## config.mk

```make
export PLATFORM = sky130hd
export DESIGN_NAME = display_mux_7seg
export DESIGN_NICKNAME = d
export VERILOG_FILES = /design/src/rtl/display_mux_7seg.sv
export SDC_FILE = /design/constraint.sdc
export NUM_CORES = 1
export LEC_CHECK = 0
export CAP_MARGIN = 20
export CORE_UTILIZATION = 40
export DETAILED_ROUTE_END_ITERATION = 8
export PLACE_DENSITY = 0.67
export REMOVE_ABC_BUFFERS = 1
export SETUP_SLACK_MARGIN = 0.1
export SLEW_MARGIN = 30
export SYNTH_ARGS = -nofsm -noshare
export SYNTH_HDL_FRONTEND = slang
export SYNTH_SLANG_ARGS = --single-unit
```

## constraint.sdc

```tcl
create_clock -name clk -period 2.55 [get_ports clk]
set_input_delay 0.3825 -clock clk [delete_from_list [all_inputs] [get_ports clk]]
set_output_delay 0.3825 -clock clk [all_outputs]
set_load 0.05 [all_outputs]
```

## src/rtl/display_mux_7seg.sv

```systemverilog
// Time-multiplexed driver for a 4-digit common-anode 7-segment display (format M.SS.d).
// Optional feature: define LEADING_ZERO_BLANK_EN to suppress leading zeros on digits 3 and 2.
module display_mux_7seg #(
  parameter int REFRESH_DIV  = 50000,
  parameter int BLANK_CYCLES = 2
) (
  input  logic       clk,
  input  logic       rst_n,
  input  logic [3:0] decimo,
  input  logic [3:0] uni_segundo,
  input  logic [3:0] dec_segundo,
  input  logic [3:0] minuto,
  output logic [6:0] seg,
  output logic       dp,
  output logic [3:0] an
);

  localparam int CNT_W = (REFRESH_DIV > 1) ? $clog2(REFRESH_DIV) : 1;

  typedef enum logic {PH_BLANK = 1'b0, PH_SHOW = 1'b1} phase_t;

  logic [CNT_W-1:0] cnt_r;
  logic [1:0]       idx_r;
  logic [15:0]      snap_r;
  logic             first_r;

  phase_t     phase_s;
  logic       wrap_s;
  logic [3:0] digit_s;
  logic       blank_digit_s;
  logic [6:0] seg_nx_s;
  logic       dp_nx_s;
  logic [3:0] an_nx_s;

  function automatic logic [6:0] bcd_to_seg(input logic [3:0] v);
    logic [6:0] s;
    case (v)
      4'd0:    s = 7'h40;
      4'd1:    s = 7'h79;
      4'd2:    s = 7'h24;
      4'd3:    s = 7'h30;
      4'd4:    s = 7'h19;
      4'd5:    s = 7'h12;
      4'd6:    s = 7'h02;
      4'd7:    s = 7'h78;
      4'd8:    s = 7'h00;
      4'd9:    s = 7'h10;
      default: s = 7'h7F;
    endcase
    return s;
  endfunction

  // Slot phase, selected digit and next-cycle output values.
  always_comb begin
    wrap_s  = (cnt_r == CNT_W'(REFRESH_DIV - 1));
    phase_s = (cnt_r < CNT_W'(BLANK_CYCLES)) ? PH_BLANK : PH_SHOW;
    case (idx_r)
      2'd0:    digit_s = snap_r[3:0];
      2'd1:    digit_s = snap_r[7:4];
      2'd2:    digit_s = snap_r[11:8];
      2'd3:    digit_s = snap_r[15:12];
      default: digit_s = 4'hF;
    endcase
`ifdef LEADING_ZERO_BLANK_EN
    blank_digit_s = ((idx_r == 2'd3) && (snap_r[15:12] == 4'd0)) ||
                    ((idx_r == 2'd2) && (snap_r[15:12] == 4'd0) && (snap_r[11:8] == 4'd0));
`else
    blank_digit_s = 1'b0;
`endif
    if (phase_s == PH_SHOW) begin
      an_nx_s = ~(4'b0001 << idx_r);
      if (blank_digit_s) begin
        seg_nx_s = 7'h7F;
        dp_nx_s  = 1'b1;
      end else begin
        seg_nx_s = bcd_to_seg(digit_s);
        dp_nx_s  = ~idx_r[0];
      end
    end else begin
      an_nx_s  = 4'hF;
      seg_nx_s = 7'h7F;
      dp_nx_s  = 1'b1;
    end
  end

  // Slot counter, digit index, frame snapshot and registered display outputs.
  always_ff @(posedge clk or negedge rst_n) begin
    if (!rst_n) begin
      cnt_r   <= '0;
      idx_r   <= 2'd0;
      snap_r  <= 16'h0000;
      first_r <= 1'b1;
      seg     <= 7'h7F;
      dp      <= 1'b1;
      an      <= 4'hF;
    end else begin
      first_r <= 1'b0;
      if (wrap_s) begin
        cnt_r <= '0;
        idx_r <= idx_r + 2'd1;
      end else begin
        cnt_r <= cnt_r + CNT_W'(1);
      end
      // A frame only ever shows one counter value.
      if (first_r || (wrap_s && (idx_r == 2'd3))) begin
        snap_r <= {minuto, dec_segundo, uni_segundo, decimo};
      end
      seg <= seg_nx_s;
      dp  <= dp_nx_s;
      an  <= an_nx_s;
    end
  end

endmodule

```

Yosys cells after proc, flatten, opt, wreduce, memory -nomap -nowiden
Memory sizes are Yosys's and may differ from the RTL's.
Cells that the tools add are included.
{"block": "totals", "register_bits": 47, "romBits": 112, "inputBits": 18, "out_inout_bits": 12, "n_memories": 1}
{"name": "(name not given)", "depth": 16, "width": 7, "rd": 1, "rd_clocked_by_memory_dff": 0, "wr": 0, "line": "37", "rtl": "case (v)"}
{"block": "classes", "n_addsub": 2, "n_lt_le_gt_ge": 1, "n_eq_ne": 4, "shifts": 1, "mux": 5, "bitwise": 2, "n_reduce_logical": 3}
{"op": "$add 16x1->16 const B", "n": 1}
{"op": "$eq 16x16->1 const B", "n": 1}
{"op": "$lt 16x2->1 const B", "n": 1}
{"op": "$mux 16", "n": 1}
{"op": "$pmux 4 s4", "n": 1}
{"op": "$mux 7", "n": 1}
{"op": "$eq 2x2->1 const B", "n": 2}
{"op": "$mux 4", "n": 1}
{"op": "$not 4->4", "n": 1}
{"op": "$shl 1x2->4 const A", "n": 1}
{"op": "$add 2x1->2 const B", "n": 1}
{"op": "$eq 2x1->1 const B", "n": 1}
{"op": "$logic_not 2->1", "n": 1}
{"op": "$logic_and 1x1->1", "n": 1}
{"op": "$logic_or 1x1->1", "n": 1}
{"op": "$mux 1", "n": 1}
{"op": "$not 1->1", "n": 1}

Depth between registers and ports, before layout
An unclocked memory read counts as a cell.
{"block": "logic_depth", "word_depth": 4, "mapped_depth": 8, "depth_no_buf": 8}

Least setup slack after synthesis
No wires, ideal clock.
{"block": "synth_path", "path_type": "reg2reg", "start": "reg idx_r[0]", "end": "reg seg[1]", "setup_time_ns": 0.079, "t_arrival_ns": 1.916, "required_ns": 2.471, "path_slack_ns": 0.556, "path_stages_with_launch": 8, "path_buffers": 0, "period_less_slack_ns": 1.994, "path_cell_list": "dfrtp_1 > inv_1 > ha_1 > clkinv_1 > a21oi_1 > ha_1 > and2_1 > o21ai_0"}
{"block": "synth_between", "elab_chain_cells": 4, "word_cells_on_any_way": 7, "classes_between": "3 x eq/ne; 2 x mux; 1 x reduce/logical; 1 x memory"}
{"element": "start, declared", "line": "23", "rtl": "logic [1:0] idx_r;"}
{"element": "start signal, assigned", "line": "100", "rtl": "idx_r <= idx_r + 2'd1;"}
{"element": "$eq 2x2->1, or another cell as far along", "line": "57", "rtl": "case (idx_r)"}
{"element": "$pmux 4 s4 *", "line": "57"}
{"element": "$mem_v2 16x7 *"}
{"element": "$mux 7 *", "line": "70", "rtl": "if (phase_s == PH_SHOW) begin"}
{"element": "named net seg_nx_s[1]", "line": "31", "rtl": "logic [6:0] seg_nx_s;"}
{"element": "end signal, assigned", "line": "108", "rtl": "seg <= seg_nx_s;"}
{"element": "end, declared", "line": "13", "rtl": "output logic [6:0] seg,"}
The timed path passes the listed nets; every way through them passes the cells marked *.
A chain may end at the register's enable or synchronous reset.

Worst setup path in the final report
{"block": "layout_path", "start": "reg idx_r[0]", "end": "reg seg[3]"}
Same word-level chain as after synthesis.

==> metrics list <==
- Run status: complete, no violations
* Post-synth EDFFs: 0
- Clock tree synthesis found a total of 47 sinks.
* Fraction of synthesized cell area in xor and xnor cells: 5.882%
- Mean cell area of the mapped netlist: 12.07 sq um
* Placed insts: 283
- Post-CTS setup buffer count: 0
* Post-detailed-routing wire length: 3978 um
- Area delta synth->final: 21.68%
- Top cell type by total area after synthesis: sky130_fd_sc_hd__dfrtp_1
- RSZ-0062 raised after global routing: no
- Using the TritonRoute via totals, the vias-per-cell ratio works out to 5.034.
- Sequential Power Share: 50.7%
- Top cell type's share of synthesized area: 38.10%
* Period utilisation layout: 85.59%
- Final Power: 1.629 mW
- Synth warn: 0
* Share of synthesized area occupied by flip-flops and latches: 53.39%
* Setup violation total in the final timing report: 0
- Inserted Clock Buffers: 5
- Ranked by total cell area, the synthesized netlist is headed by sky130_fd_sc_hd__dfrtp_1 (38%), sky130_fd_sc_hd__dfstp_2 (15%), sky130_fd_sc_hd__mux2_4 (6.7%).
- Switch share: 25.90%
- The number of slew-limit violations in the final report came to 0.
- By area, the combinational part of the netlist is dominated by simple AND/OR/NAND/NOR gates.
- Max-Slew Margin vs Limit: 53.78%
- Of the total power, the clock network draws 33.8%.
* Share of synthesized registers carrying an async set or reset: 100.0%
- Critical Path End Type: register
- Summed over all layers, the global routing overflow is 0.
- Initial cell density of the core: 42.64%
* Transition time of the tightest slew-check pin: 0.6933 ns
- The number of antenna violations at the first check in global routing came to 0.
- Buffers placed on the I/O ports in this run total 29.
- After routing, the total negative slack on setup checks comes to 0 ns.
- Once detail routing completed, the nets flagged for antenna violations numbered 0.
* Via count of the first global-routing pass: 1422
* Number of library cell types mapped by synthesis: 37
- For flop-to-flop paths, the worst setup slack is 0.37 ns.
- Entering global routing, the biggest net connects 29 pins.
* Post-layout min period: 2.183 ns
* Total of max-cap violations: 0
- The synthesized netlist devotes 7.003% of its cell area to compound gates.
- Share of synthesized cell area in full adder, half adder and majority cells: 5.042%
- Largest vdd supply drop: 0.0003224 V
- Of the total power, combinational logic draws 15.5%.
- In this run the worst hold path is classified as in2async.
- The final count of hold timing violations came to 0.
- The net count of the finished layout is 247.
- Setup Skew: 0.008045 ns
* Worst-case reg-to-reg path depth: 8
* Overall die area: 0.005886 sq mm
* Top_reg_cell synth: sky130_fd_sc_hd__dfrtp_1
- For the worst-skew pair, the clock arrives at the later sink with an insertion delay of 0.30 ns.
- Final routed wire length divided by cell count: 13.67 um
- Hold timing on the final database bottoms out at a slack of 0.0005879 ns.
* Router iterations before antenna repair: 4
- The routed layout has 1465 vias.
* Routability-driven placement congestion ratio: 0.8139
* CP Max Fanout: 6
- The analysis attributes to net switching a power of 0.4220 mW.
- The post-route netlist has 21.27% of its cells at a drive strength greater than 1.
- For this run, the total global-route usage over all layers was measured as 15.20%.
- The H-tree was split into 2 levels.
- From left edge to right edge, the die measures 76.72 um.
* Gate count after technology mapping: 185
* Leakage dissipation: 1.159 nW
- For this run, the share of the core covered by cells in the final layout is 51.89%.
* Cell area after synthesis: 0.002233 sq mm
* Max Freq: 0.4582 GHz
- Worst Path Arrival: 2.41 ns
* Critical Path Start Type: register
- After clock tree synthesis, the clock-pin slew on the worst setup and hold paths is 0.09 ns.
* Ports placed on the boundary: 30
- Cell Rows: 26
- Placeable core region: 0.005238 sq mm
- Dividing total power by cell area gives a power density of 599.5 mW/mm^2.
- 0 antenna diodes ended up in the layout.
- Synthesis inferred 47 register bits.
- Hpwl dp: 2883 um
- Path type of the worst setup path: reg2reg
* Post-layout instance count excluding filler cells: 291
- The first global-routing pass estimated 7024 um of wire.
* CP required: 2.77 ns
* Root Buffer: sky130_fd_sc_hd__clkbuf_8
* Die Y-Extent: 76.72 um
- No sink is reached through more buffers than the 2 on the longest clock path.
- DRT iter0 DRCs: 134
* Clock tree from TritonCTS: built
* Cell-internal power: 1.207 mW
- Multiplexer cells account for 11.65% of the synthesized area.
* Post-Synth Simple-Gate Area: 14.29%
- DRC errors left: 0
-- synth_stat cells, drive strengths merged, types with 2 or more instances --
| master | count |
|---|---|
| inv | 9 |
| xnor2 | 9 |
| dfrtp | 34 |
| nand2 | 11 |
| nor2b | 5 |
| ha | 9 |
| dfstp | 13 |
| and3 | 3 |
| mux2i | 2 |
| a222oi | 4 |
| xor2 | 6 |
| nand4 | 4 |
| nor4 | 3 |
| nand4b | 2 |
| nor3 | 5 |
| nor2 | 11 |
| or4 | 2 |
| a211oi | 2 |
| mux2 | 18 |
| nand3 | 10 |
| a21oi | 4 |
| buf | 2 |
| o21ai | 7 |
-- through the flow --
stage	setup slack, ns	instance area [sq um]
2_1_floorplan	0.5557	2213
3_3_place_gp	0.3594	2601
3_5_place_dp	0.2544	2601
4_1_cts	0.2519	2714
5_1_grt	0.1162	2718
6_report	0.3674	2718
-- what timing repair did --
| item | 4_1_cts | 5_1_grt |
|---|---|---|
| hold buffers | 0 | 0 |
| endpoints found under the hold margin | 0 | 0 |
| setup endpoints to repair | 0 | 4 |
| resized for setup | 0 | 1 |
-- kinds of logic after synthesis --
group / Yosys count
AO/OA/AOI/OAI: 21
XOR/XNOR: 15
adder cells (fa/ha/maj): 9
buffers and inverters: 13
flip-flops: 47
multiplexers: 20
other: 1
AND/OR/NAND/NOR: 59
-- layout by cell type (no fill, tap or decap), drive strengths merged, types with 2 or more instances in the layout --
master	instances
nand2	11
mux2	18
clkdlybuf4s50	28
clkbuf	5
nor4	3
nor2	11
inv	9
a21oi	4
clkinv	3
nand4	4
buf	3
o21ai	7
nor3	5
nand4b	2
dfstp	13
xor2	6
nand3	10
xnor2	9
dfrtp	34
mux2i	2
a211oi	2
or4	2
ha	9
a222oi	4
and3	3
nor2b	5
-- power by group through the flow --
stage               clock network (mW)  logic [mW]  registers (mW)
finish                           0.550       0.253           0.826
global placement                     0       0.251           0.843
detailed placement                   0       0.254           0.841
CTS                              0.566       0.255           0.826
floorplan                            0      0.0906           0.907
global route                     0.601       0.274           0.832
-- worst max-delay path: stages, from the launching register on --
cell                       delay (ns)
sky130_fd_sc_hd__dfrtp_1         0.43
sky130_fd_sc_hd__inv_1           0.14
sky130_fd_sc_hd__ha_1            0.20
sky130_fd_sc_hd__clkinv_1        0.20
sky130_fd_sc_hd__a21oi_1         0.39
sky130_fd_sc_hd__inv_1           0.15
sky130_fd_sc_hd__ha_1            0.32
sky130_fd_sc_hd__o21ai_0         0.17
sky130_fd_sc_hd__nand3_1         0.10
-- state kept, by name, indices dropped and copies added, names as in the netlist --
signal   flops
first_r      1
snap_r      16
idx_r        2
cnt_r       16
an           4
dp           1
seg          7
-- area by class of cell --
cell class / instances / area [sq um]
clock buffer: 5 / 68.82
clock inverter: 3 / 43.79
fill: 458 / 2520
inverter: 10 / 37.54
multi-input combinational: 125 / 987.2
sequential: 47 / 1192
tap: 70 / 87.58
timing repair buffer: 31 / 300.3
-- path summary, 6_finish.rpt --
kind | start | endpoint
setup / recovery | idx_r[0]$_DFFE_PN0N_ | seg[3]$_DFF_PN1_
hold / removal | rst_n | cnt_r[4]$_DFF_PN0_
setup reg to reg | idx_r[0]$_DFFE_PN0N_ | seg[3]$_DFF_PN1_
hold reg to reg | idx_r[0]$_DFFE_PN0N_ | dp$_DFF_PN1_
max in group asynchronous | rst_n | seg[1]$_DFF_PN1_
min in group clk | idx_r[0]$_DFFE_PN0N_ | dp$_DFF_PN1_
-- layer usage --
| metal | vias to the layer above | wire length (um) | track usage [%] | part of all wire, % |
|---|---|---|---|---|
| met2 | 28 | 1666 | 21.79 | 42 |
| met4 | 0 | 78 | 6.346 | 2.0 |
| met3 | 6 | 144 | 3.214 | 3.6 |
| met5 | - | 0 | 0 | 0 |
| met1 | 706 | 2089 | 22.15 | 53 |
| li1 | 725 | - | - | - |
No activity file was read; power rests on OpenSTA's default activity.
